===== src/rtl/input_script_player.sv =====
// Replays a stored (button mask, hold) script onto the game inputs; live buttons pass through when idle.
// Latency: btn_out is registered, one cycle behind btn_live or the step load; no backpressure, writes are dropped while playing.
module input_script_player #(
   parameter int NUM_BTN = 5,
   parameter int DUR_W   = 16,
   parameter int DEPTH   = 16,
   parameter int ADDR_W  = 4,
   parameter int MERGE   = 0
) (
   input  logic               sys_clk,
   input  logic               sys_rst,
   input  logic [NUM_BTN-1:0] btn_live,
   input  logic               prog_we,
   input  logic [ADDR_W-1:0]  prog_addr,
   input  logic [NUM_BTN-1:0] prog_mask,
   input  logic [DUR_W-1:0]   prog_dur,
   input  logic [ADDR_W:0]    script_len,
   input  logic               loop_en,
   input  logic               start,
   input  logic               stop,
   output logic [NUM_BTN-1:0] btn_out,
   output logic               busy,
   output logic               done,
   output logic [ADDR_W-1:0]  step_idx
);

   typedef enum logic {S_IDLE, S_PLAY} state_t;

   localparam logic [ADDR_W:0] DEPTH_C = (ADDR_W+1)'(DEPTH);

   logic [NUM_BTN-1:0] mask_mem [DEPTH];
   logic [DUR_W-1:0]   dur_mem  [DEPTH];

   state_t             state_q, state_d;
   logic [NUM_BTN-1:0] btn_out_q, btn_out_d;
   logic [NUM_BTN-1:0] cur_mask_q, cur_mask_d;
   logic               done_q, done_d;
   logic [ADDR_W-1:0]  step_idx_q, step_idx_d;
   logic [DUR_W-1:0]   cnt_q, cnt_d;

   logic               wr_en;
   logic [ADDR_W:0]    eff_len;
   logic [ADDR_W:0]    idx_ext;
   logic               last_step;
   logic               past_end;
   logic [ADDR_W-1:0]  nxt_idx;
   logic [NUM_BTN-1:0] ld_mask;
   logic [DUR_W-1:0]   ld_dur;
   logic [DUR_W-1:0]   ld_cnt;
   logic [NUM_BTN-1:0] live_or;

   assign wr_en     = prog_we && (state_q == S_IDLE) && ({1'b0, prog_addr} < DEPTH_C);
   assign eff_len   = (script_len > DEPTH_C) ? DEPTH_C : script_len;
   assign idx_ext   = {1'b0, step_idx_q};
   assign past_end  = (idx_ext >= eff_len);
   assign last_step = ((idx_ext + 1'b1) == eff_len);
   assign live_or   = (MERGE != 0) ? btn_live : '0;

   // Index of the step that would be loaded this cycle; memory is read combinationally there.
   assign nxt_idx = (state_q == S_IDLE || last_step) ? '0 : step_idx_q + 1'b1;
   assign ld_mask = mask_mem[nxt_idx];
   assign ld_dur  = dur_mem[nxt_idx];
   assign ld_cnt  = (ld_dur == '0) ? '0 : ld_dur - 1'b1;

   always_ff @(posedge sys_clk) begin
      if (wr_en) begin
         mask_mem[prog_addr] <= prog_mask;
         dur_mem[prog_addr]  <= prog_dur;
      end
   end

   always_comb begin
      state_d    = state_q;
      btn_out_d  = btn_out_q;
      cur_mask_d = cur_mask_q;
      done_d     = 1'b0;
      step_idx_d = step_idx_q;
      cnt_d      = cnt_q;
      case (state_q)
         S_IDLE: begin
            btn_out_d  = btn_live;
            step_idx_d = '0;
            cnt_d      = '0;
            if (start && !stop && (eff_len != '0)) begin
               state_d    = S_PLAY;
               cur_mask_d = ld_mask;
               btn_out_d  = ld_mask | live_or;
               cnt_d      = ld_cnt;
            end
         end
         S_PLAY: begin
            if (stop) begin
               state_d    = S_IDLE;
               btn_out_d  = btn_live;
               step_idx_d = '0;
               cnt_d      = '0;
            end else if (cnt_q != '0) begin
               cnt_d     = cnt_q - 1'b1;
               btn_out_d = cur_mask_q | live_or;
            end else if (past_end || (last_step && !loop_en)) begin
               // A shortened script_len that leaves step_idx past the end also completes normally.
               state_d    = S_IDLE;
               done_d     = 1'b1;
               btn_out_d  = btn_live;
               step_idx_d = '0;
               cnt_d      = '0;
            end else begin
               step_idx_d = nxt_idx;
               cur_mask_d = ld_mask;
               btn_out_d  = ld_mask | live_or;
               cnt_d      = ld_cnt;
            end
         end
         default: state_d = S_IDLE;
      endcase
   end

   always_ff @(posedge sys_clk or posedge sys_rst) begin
      if (sys_rst) begin
         state_q    <= S_IDLE;
         btn_out_q  <= '0;
         cur_mask_q <= '0;
         done_q     <= 1'b0;
         step_idx_q <= '0;
         cnt_q      <= '0;
      end else begin
         state_q    <= state_d;
         btn_out_q  <= btn_out_d;
         cur_mask_q <= cur_mask_d;
         done_q     <= done_d;
         step_idx_q <= step_idx_d;
         cnt_q      <= cnt_d;
      end
   end

   assign btn_out  = btn_out_q;
   assign busy     = (state_q == S_PLAY);
   assign done     = done_q;
   assign step_idx = step_idx_q;

endmodule


===== config.mk =====
export PLATFORM = sky130hd
export DESIGN_NAME = input_script_player
export DESIGN_NICKNAME = d
export VERILOG_FILES = /design/src/rtl/input_script_player.sv
export SDC_FILE = /design/constraint.sdc
export NUM_CORES = 1
export LEC_CHECK = 0
export ABC_AREA = 1
export BUFFER_PORTS_ARGS = -buffer_cell sky130_fd_sc_hd__buf_2
export CAP_MARGIN = 10
export CORE_MARGIN = 1.5
export CORE_UTILIZATION = 45
export DETAILED_ROUTE_END_ITERATION = 8
export GPL_ROUTABILITY_DRIVEN = 0
export MAX_ROUTING_LAYER = met4
export PLACE_DENSITY_LB_ADDON = 0.3
export SLEW_MARGIN = 20
export SYNTH_ARGS = -nofsm -noshare
export SYNTH_HDL_FRONTEND = slang
export SYNTH_SLANG_ARGS = --single-unit

===== constraint.sdc =====
create_clock -name sys_clk -period 4.1 [get_ports sys_clk]
set_input_delay 0.41 -clock sys_clk [delete_from_list [all_inputs] [get_ports sys_clk]]
set_output_delay 0.41 -clock sys_clk [all_outputs]
set_load 0.03 [all_outputs]

==> flow_summary.ini, run 1 <==
[yosys]
syn_area_per_cell_um2 = 10.5
ys_async_sr_fraction = 0.0870
syn_nets = 1662
synth_area_mm2 = 0.0170
synthSimpleGateAreaFrac = 0.210
synth_edf_count = 336
ys.flop_type = edfxtp_1
yosys_warnings = 0
synthDistinctLibCells = 44
synth_cells = 1614
synth_seq_cells = 368
synthXorXnorAreaFrac = 0.00720
synth_compound_area_frac = 0.0575
synth_top_family_by_area = simple AND/OR/NAND/NOR gates
synth-seq-area-share = 0.640
synthMuxAreaShare = 0.00588
synth-adder-area-share = 0.00515

[placed_design]
io_buffers = 51
placed_area_mm2 = 0.0179
dp_hpwl_mm = 26.0
dp.cells = 2133
dp_slack_ps = 484

[cts]
htreeDepth = 2
cts.path.max_buffers = 3
clk_pin_slew_worst_paths_ps = 60
cts_root_buf = clkbuf_16
cts_tree = yes
cts.sinks = 368
worstSkewPairLatency_ps = 520
cts_buffers = 39

[hold_path]
hp-class = input port to async pin

[sta]
setup_viol_count_final = 0
rsz0062_at_grt = no
layout_setup_ws_ps = 439
hold_viol_final = 0
fin_tns_setup_ps = 0
finalCritPeriodShare = 0.893
max_clock_freq_mhz = 273
fin_crit_ps = 3660
final_max_slew_viol_count = 0
skew_ps = 13.2
worst_pin_slew_ps = 914
relSlewSlack = 0.391

[grt]
antenna_found_initial = 1
grt_pass1_wl_mm = 68.3
grt_max_degree = 81
grt.overflow.total = 0
grt_pass1_vias = 11581
grt.total_usage = 0.237

[die]
die_h_um = 197
rows = 71
start_util = 0.454
die-area_mm2 = 0.0390
die_w_um = 197
coreArea_mm2 = 0.0375
ioPinCount = 52

[critical_path]
rrSetupSlack_ps = 440
crit_chain = ha_1 > inv_1 > nand2_1 > nand2_1 > xor2_1 > nor2_4 > nand2_8 > nand3_4 > inv_2 > nand3_1 > nand3_1 > nand2_1 > nor2_1 > nand2_2 > nor2_4 > nand3b_4 > nand3_1 > o21ai_1
crit_family = simple AND/OR/NAND/NOR gates
start_kind = flop
worstPathMaxFanout = 34
slowest_delay_ps = 520
ff2ff_path_depth = 18
r2r-start = step_idx[0]
crit_type = flop to flop
crit_start = step_idx[0]
crit_path_top_delay_cell = inv_2
cp_num_cells = 18
r2r-end = cnt_q[7]
crit_buf_inv = 2
cp.required_ps = 4480
worstPathArrival_ps = 4050
end_kind = flop

[detailed_routing]
wl_mm = 44.4
drt_iter0_drc = 1198
via_count = 12153
drcViolationCount = 0
avgRoutedWirePerCell_um = 20.2
viasPerCell = 5.53
ant_nets = 0
firstDrtPassIters = 6

[finish]
drive_gt1_frac = 0.138
nets = 1711
stdcell_count = 2199
fillers = 3313
area_delta_synth_final_pct = 11.7
stdcell_area_mm2 = 0.0190

[run_status]
outcome = finished clean

[power]
max-vdd-ir-drop_mv = 0.407
p_per_area_mw_per_mm2 = 453
leakage_uw = 0.00761
power_uw = 8600

[run]
timing.max_cap.violations = 0
## worst max-delay path by stage
stage,endpoint,slack (ps)
5_1_grt,cnt_q[4],80
4_1_cts,cnt_q[4],430
3_5_place_dp,cnt_q[4],480
6_report,cnt_q[7],440
3_3_place_gp,cnt_q[14],490
2_1_floorplan,cnt_q[7],50
## layout by cell type (no fill, tap or decap), drive strengths merged
cell / netlist / routed
o21a: 2 / 2
nand2: 218 / 218
dfrtp: 32 / 32
xor2: 9 / 9
buf: 48 / 95
a221oi: 1 / 1
nand3b: 2 / 2
xnor2: 5 / 5
diode: 0 / 1
mux2i: 10 / 10
a21boi: 3 / 3
nand3: 215 / 215
nor3: 5 / 5
or2: 36 / 36
inv: 214 / 215
a31oi: 5 / 5
o21ai: 77 / 77
clkinv: 1 / 19
o32ai: 3 / 3
bufinv: 0 / 2
nor2: 180 / 180
o211ai: 27 / 27
nor4: 1 / 1
o31ai: 4 / 4
clkbuf: 39 / 44
ha: 7 / 7
a21oi: 32 / 32
edfxtp: 336 / 336
o221ai: 10 / 10
nand4: 92 / 92
## layer usage
metal	share of wire	GRT usage	vias to the layer above	wire length [um]
li1	-	-	5694	-
met1	0.43	0.329	5863	19200
met2	0.47	0.369	504	20800
met3	0.073	0.0292	92	3240
met4	0.026	0.0701	0	1160
met5	0	-	-	0
## repair_timing
item,CTS,global route
setup endpoints to repair,0,4
setup buffers,0,0
resized for setup,0,1
hold buffers,0,0
## final cells by class
cell class	instances	area (um2)	share of cell area
Antenna cell	1	2.50	0.000132
Tap cell	511	639	0.0336
Clock inverter	21	145	0.00764
Timing Repair Buffer	95	627	0.0330
Sequential cell	368	10900	0.573
Multi-Input combinational cell	944	4890	0.258
Inverter	215	810	0.0426
Clock buffer	44	995	0.0523
## state kept, by name (all words and copies together) (netlist names)
signal,cells
done,1
cnt_q,16
busy,1
mask_mem,80
btn_out,5
dur_mem,256
step_idx,4
cur_mask_q,5
## cells in the mapped netlist (5+ instances only)
cell type | number | area [um2]
clkbuf_1 | 39 | 146
buf_4 | 7 | 52.6
a21oi_1 | 31 | 155
nor3_1 | 5 | 25.0
edfxtp_1 | 336 | 10100
o21ai_1 | 38 | 190
inv_2 | 7 | 26.3
or2_2 | 34 | 213
buf_1 | 6 | 22.5
inv_1 | 207 | 777
o221ai_1 | 10 | 87.6
nor2_1 | 167 | 627
mux2i_1 | 10 | 100
nand3_1 | 212 | 1060
dfrtp_1 | 32 | 801
buf_6 | 8 | 90.1
xnor2_1 | 5 | 43.8
o211ai_1 | 27 | 203
nor2_2 | 8 | 50.1
nor2_4 | 5 | 56.3
nand2_1 | 207 | 777
xor2_1 | 9 | 78.8
ha_1 | 7 | 87.6
nand4_1 | 92 | 576
buf_2 | 25 | 125
o21ai_0 | 39 | 195
a31oi_1 | 5 | 31.3
nand2_2 | 10 | 62.6
## kinds of logic (layout without fill, tap and decap cells)
kind of cell | after synthesis | count (layout)
compound gates | 164 | 164
xor+xnor | 14 | 14
fa+ha+maj | 7 | 7
buf+inv | 302 | 375
flops | 368 | 368
mux | 10 | 10
other cells | 0 | 1
simple gates | 749 | 749
## stage by stage
stage	hold WS, ps	util
floorplan	509	-
global placement	535	0.476
detailed placement	544	0.476
CTS	50.1	0.507
global route	92.4	0.507
finish	24.8	0.507
## power breakdown
group          internal [uW]  switching (uW)
combinational            340             761
clock                   1850            1380
sequential              4200            67.9
No activity file was read; power rests on OpenSTA's default activity.
==> run 2: changes to the inputs <==
--- a/config.mk
+++ b/config.mk
@@ -5,13 +5,11 @@
 export SDC_FILE = /design/constraint.sdc
 export NUM_CORES = 1
 export LEC_CHECK = 0
-export ABC_AREA = 1
+export ABC_AREA = 0
 export BUFFER_PORTS_ARGS = -buffer_cell sky130_fd_sc_hd__buf_2
 export CAP_MARGIN = 10
-export CORE_MARGIN = 1.5
 export CORE_UTILIZATION = 45
 export DETAILED_ROUTE_END_ITERATION = 8
-export GPL_ROUTABILITY_DRIVEN = 0
 export MAX_ROUTING_LAYER = met4
 export PLACE_DENSITY_LB_ADDON = 0.3
 export SLEW_MARGIN = 20
==> flow_summary.ini, run 2 <==
[critical_path]
r2r-start = step_idx[1]
rrSetupSlack_ps = 140
crit_type = flop to flop
start_kind = flop
r2r-end = cnt_q[15]
crit_chain = ha_2 > inv_1 > xnor2_1 > buf_4 > nand2_1 > buf_6 > o21ai_4 > buf_4 > a311oi_1 > buf_4 > nand4b_1 > or3_1 > or4_1 > nand3_1
ff2ff_path_depth = 14
crit_start = step_idx[1]
critPathMostFrequentCell = buf_4
cp.required_ps = 4570
end_kind = flop
worstPathMaxFanout = 16
worstPathArrival_ps = 4430
crit_path_top_delay_cell = or4_1
slowest_delay_ps = 520

[detailed_routing]
drcViolationCount = 0
via_count = 12249
ant_nets = 0
avgRoutedWirePerCell_um = 26.0
firstDrtPassIters = 5
drt_iter0_drc = 1368
wl_mm = 50.4
viasPerCell = 6.30

[hold_path]
hp-class = input port to flop
hp-start = btn_live[4]
hold_end = btn_out[4]
whs_path_depth = 3

[yosys]
syn_area_per_cell_um2 = 12.8
synth.most_common_cell = edfxtp_1
ys_top_cells_by_count = 336 x edfxtp_1, 148 x nand2_1, 95 x o21ai_0
synth_seq_cells = 368
ys.flop_type = edfxtp_1
synth-seq-area-share = 0.657
yosys_warnings = 0
syn_nets = 1340
synth_top_cell_by_area = edfxtp_1
synthDistinctLibCells = 87
synth_cells = 1292
ys_async_sr_fraction = 0.0870
synth_edf_count = 336
synth_area_mm2 = 0.0166
synth_top_area_share = 0.609
ys_top_cells_by_area = edfxtp_1 61%, dfrtp_1 4.8%, nand2_1 3.4%, o21ai_0 2.9%, o221ai_1 2.2%

[placed_design]
io_buffers = 51
gp_congestion = 0.990
dp_hpwl_mm = 32.2

[grt]
grt.overflow.total = 0
grt.total_usage = 0.278
grt_pass1_vias = 12115
antenna_found_initial = 1
grt_max_degree = 63
grt_pass1_wl_mm = 75.8

[finish]
top_register = dur_mem
drive_gt1_frac = 0.226
largestRegisters = dur_mem: 256 flops, mask_mem: 80 flops, cnt_q: 16 flops
area_delta_synth_final_pct = 19.0
final_cell_mix = 336 x edfxtp_1, 148 x buf_4, 147 x nand2_1
largest_reg_flops = 256
layout_commonest_cell = edfxtp_1
nets = 1504

[sta]
fin_crit_ps = 3960
finalCritPeriodShare = 0.967
max_clock_freq_mhz = 252
skew_ps = 23.6
relSlewSlack = 0.403
rsz0062_at_grt = yes
final_max_slew_viol_count = 0
hold_viol_final = 0
worst_pin_slew_ps = 872
setup_viol_count_final = 0
holdWs_ps = 219

[power]
leakage_uw = 0.00686
power_uw = 8750
p_per_area_mw_per_mm2 = 444
max-vdd-ir-drop_mv = 0.271

[cts]
cts_root_buf = clkbuf_16
worstSkewPairLatency_ps = 540
cts.sinks = 368
cts_tree = yes
htreeDepth = 2
cts_buffers = 38
cts.path.max_buffers = 3
clk_pin_slew_worst_paths_ps = 60

[die]
die-area_mm2 = 0.0376
ioPinCount = 52
die_h_um = 194
start_util = 0.461
die_w_um = 194
rows = 69
coreArea_mm2 = 0.0359

[run_status]
outcome = finished clean

[run]
timing.max_cap.violations = 0
==> run 2: cell count changes after synthesis, sizes merged, moves of 18 or more <==
| cell | delta |
|---|---|
| nand3 | -176 |
| o221ai | +32 |
| a211oi | +19 |
| nand4 | -85 |
| o22ai | +29 |
| nor2 | -116 |
| and3 | +18 |
| o21ai | +23 |
| nand2 | -69 |
| or2 | -34 |
| inv | -199 |
==> run 2: repair_timing <==
action | 4_1_cts | 5_1_grt
setup buffers | 0 | 4
endpoints found under the setup margin | 0 | 17
hold endpoints to repair | 32 | 0
hold buffers | 1 | 0
gates resized for setup | 0 | 12
==> run 2: worst max-delay path by stage <==
stage | to | slack (ps) | cells past startpoint
floorplan | cnt_q[5] | -680 | 24
global placement | cnt_q[5] | 70 | 18
detailed placement | cnt_q[5] | -20 | 18
CTS | cnt_q[7] | 0.3 | 15
global route | cnt_q[12] | -10 | 17
finish | cnt_q[15] | 140 | 14
==> run 2: cells by family (layout without fill, tap and decap cells) <==
| group | count (synthesis) | in the layout | synth area share |
|---|---|---|---|
| DFF | 368 | 368 | 0.657 |
| muxes | 27 | 27 | 0.0165 |
| other | 0 | 1 | 0 |
| xor gates and xnor gates | 30 | 30 | 0.0171 |
| AOI/OAI and AO/OA | 393 | 393 | 0.169 |
| buffers and inverters | 102 | 290 | 0.0280 |
| and+or+nand+nor | 365 | 366 | 0.107 |
| adders and majority gates | 7 | 7 | 0.00529 |
==> run 2: power breakdown <==
group          internal, uW  switching (uW)  total (uW)
Sequential             4190            55.4        4250
Combinational           376             665        1040
Clock                  2070            1390        3460
==> run 2: stage by stage <==
| step | utilization | instance area [um2] | cells | setup slack (ps) | TNS [ps] |
|---|---|---|---|---|---|
| 4_1_cts | 0.547 | 19600 | 1937 | 0.310 | 0 |
| 3_3_place_gp | 0.512 | 18400 | 1871 | 65.8 | 0 |
| 6_report | 0.549 | 19700 | 1943 | 137 | 0 |
| 5_1_grt | 0.549 | 19700 | 1943 | -11.7 | -41.5 |
| 2_1_floorplan | - | 16700 | 1292 | -683 | -8900 |
| 3_5_place_dp | 0.512 | 18400 | 1871 | -24.3 | -24.3 |
==> run 2: critical path: cells and delay by family, from the launching register on <==
family,cells,cell delay [ps]
AND/OR/NAND/NOR,5,1480
buffers and inverters,5,1010
XOR/XNOR,1,190
AO/OA/AOI/OAI,2,420
flip-flops,1,390
adder cells (fa/ha/maj),1,400
==> run 2: cell type report <==
cell class / count / area, um2
Fill cell: 2937 / 16200
Sequential cell: 368 / 10900
Multi-Input combinational cell: 823 / 5400
Timing Repair Buffer: 209 / 1550
Clock buffer: 48 / 1020
Tap cell: 461 / 577
Clock inverter: 17 / 214
Inverter: 16 / 65.1
Antenna cell: 1 / 2.50
==> run 2: layer usage <==
metal  track usage  part of all wire  up-vias
met2         0.421              0.45      677
li1              -                 -     5405
met4         0.105             0.037        0
met3        0.0548             0.098      121
met1         0.371              0.41     6046
met5             -                 0        -
==> run 3: changes to the inputs <==
--- a/config.mk
+++ b/config.mk
@@ -8,6 +8,7 @@
 export ABC_AREA = 0
 export BUFFER_PORTS_ARGS = -buffer_cell sky130_fd_sc_hd__buf_2
 export CAP_MARGIN = 10
+export CORE_MARGIN = 2
 export CORE_UTILIZATION = 45
 export DETAILED_ROUTE_END_ITERATION = 8
 export MAX_ROUTING_LAYER = met4
==> flow_summary.ini, run 3 (same netlist as run 2, synthesis figures left out) <==
[grt]
grt.overflow.total = 0
grt_pass1_wl_mm = 74.6
grt.total_usage = 0.269
grt_max_degree = 63
antenna_found_initial = 2
grt_pass1_vias = 11720

[die]
rows = 70
die_h_um = 196
coreArea_mm2 = 0.0364
die_w_um = 196
start_util = 0.455
die-area_mm2 = 0.0384
ioPinCount = 52

[run_status]
outcome = finished clean

[cts]
cts_tree = yes
cts_buffers = 39
cts_root_buf = clkbuf_16
cts.path.max_buffers = 3
cts.sinks = 368
worstSkewPairLatency_ps = 570
clk_pin_slew_worst_paths_ps = 60
htreeDepth = 2

[placed_design]
dp_hpwl_mm = 31.9
gp_congestion = 0.923
io_buffers = 51
dp.cells = 1869
dp_slack_ps = 59.5

[critical_path]
end_kind = flop
slowest_delay_ps = 460
worstPathMaxFanout = 14
crit_chain = ha_1 > buf_4 > and2_0 > buf_4 > a22o_1 > a2111oi_2 > o211ai_1 > o211ai_1 > o211ai_1 > buf_4 > nor4_4 > or3b_4 > nor2_4 > buf_4 > a221oi_1
crit_family = compound AO/OA/AOI/OAI gates
cp.required_ps = 4510
crit_buf_inv = 4
crit_type = flop to flop
start_kind = flop
crit_path_top_delay_cell = or3b_4
critPathMostFrequentCell = buf_4
worstPathArrival_ps = 4390

[sta]
fin_crit_ps = 3970
final_max_slew_viol_count = 0
hold_viol_final = 0
max_clock_freq_mhz = 252
finalCritPeriodShare = 0.969
skew_ps = 23.5
relSlewSlack = 0.386
layout_setup_ws_ps = 127
setup_viol_count_final = 0
rsz0062_at_grt = no
worst_pin_slew_ps = 911

[detailed_routing]
firstDrtPassIters = 5
via_count = 12258
ant_nets = 0
drcViolationCount = 0
viasPerCell = 6.31
wl_mm = 50.1
drt_iter0_drc = 1311
avgRoutedWirePerCell_um = 25.8

[run]
timing.max_cap.violations = 0

[finish]
fillers = 3037
top_register = dur_mem
largestRegisters = dur_mem: 256 flops, mask_mem: 80 flops, cnt_q: 16 flops
area_delta_synth_final_pct = 18.1
final_cell_mix = 336 x edfxtp_1, 147 x nand2_1, 141 x buf_4
largest_reg_flops = 256
drive_gt1_frac = 0.216
nets = 1493
layout_commonest_cell = edfxtp_1
stdcell_count = 1944

[power]
p_per_area_mw_per_mm2 = 440
max-vdd-ir-drop_mv = 0.322
leakage_uw = 0.00677

[hold_path]
hp-class = input port to flop
-- run 3: worst reg2reg max path, cell delays in order (launching register included) --
cell	delay, ps
dfrtp_1	440
ha_1	360
buf_4	220
and2_0	200
buf_4	190
a22o_1	220
a2111oi_2	400
o211ai_1	150
o211ai_1	140
o211ai_1	230
buf_4	210
nor4_4	250
or3b_4	460
nor2_4	120
buf_4	160
a221oi_1	80
-- run 3: repair_timing --
action | 4_1_cts | 5_1_grt
pin swaps | 0 | 3
resized for setup | 1 | 9
setup buffers | 0 | 2
hold buffers | 1 | 0
endpoints found under the setup margin | 7 | 16
hold endpoints to repair | 32 | 0
-- run 3: metal layers --
layer | vias up | global-route usage | share of wire
met5 | - | - | 0
met4 | 0 | 0.0878 | 0.027
li1 | 5391 | - | -
met2 | 625 | 0.415 | 0.47
met3 | 102 | 0.0414 | 0.092
met1 | 6140 | 0.368 | 0.41
-- run 3: final timing paths --
path	startpoint	to	slack, ps	cells past startpoint
worst max register to register	step_idx[1]	cnt_q[7]	130	15
max in group asynchronous	sys_rst	step_idx[0]	3270	4
worst max-delay path	step_idx[1]	cnt_q[7]	130	15
worst min register to register	cur_mask_q[1]	cur_mask_q[1]	480	2
min in group asynchronous	sys_rst	btn_out[4]	500	4
worst min-delay path	btn_live[4]	btn_out[4]	200	3
-- run 3: area by class of cell --
type,instances,area (um2),area share
Sequential cell,368,10900,0.557
Multi-Input combinational cell,822,5390,0.276
Timing Repair Buffer,198,1420,0.0728
Clock buffer,46,1000,0.0512
Tap cell,468,586,0.0299
Clock inverter,24,203,0.0104
Inverter,16,65.1,0.00333
Antenna cell,2,5.00,0.000256
-- run 3: stage by stage --
| step | hold WS [ps] | utilization | TNS, ps | power, uW | instance area (um2) |
|---|---|---|---|---|---|
| 2_1_floorplan | 450 | - | -8900 | 4930 | 16700 |
| 3_3_place_gp | 463 | 0.502 | 0 | 5310 | 18300 |
| 3_5_place_dp | 471 | 0.502 | 0 | 5330 | 18300 |
| 4_1_cts | 185 | 0.536 | 0 | 8640 | 19500 |
| 5_1_grt | 206 | 0.537 | 0 | 8880 | 19600 |
| 6_report | 197 | 0.537 | 0 | 8610 | 19600 |
-- run 3: power by group --
| part | switching [uW] | internal [uW] | leakage (uW) |
|---|---|---|---|
| sequential | 55.3 | 4190 | 0.00344 |
| combinational | 656 | 370 | 0.00274 |
| clock | 1500 | 1840 | 0.000590 |
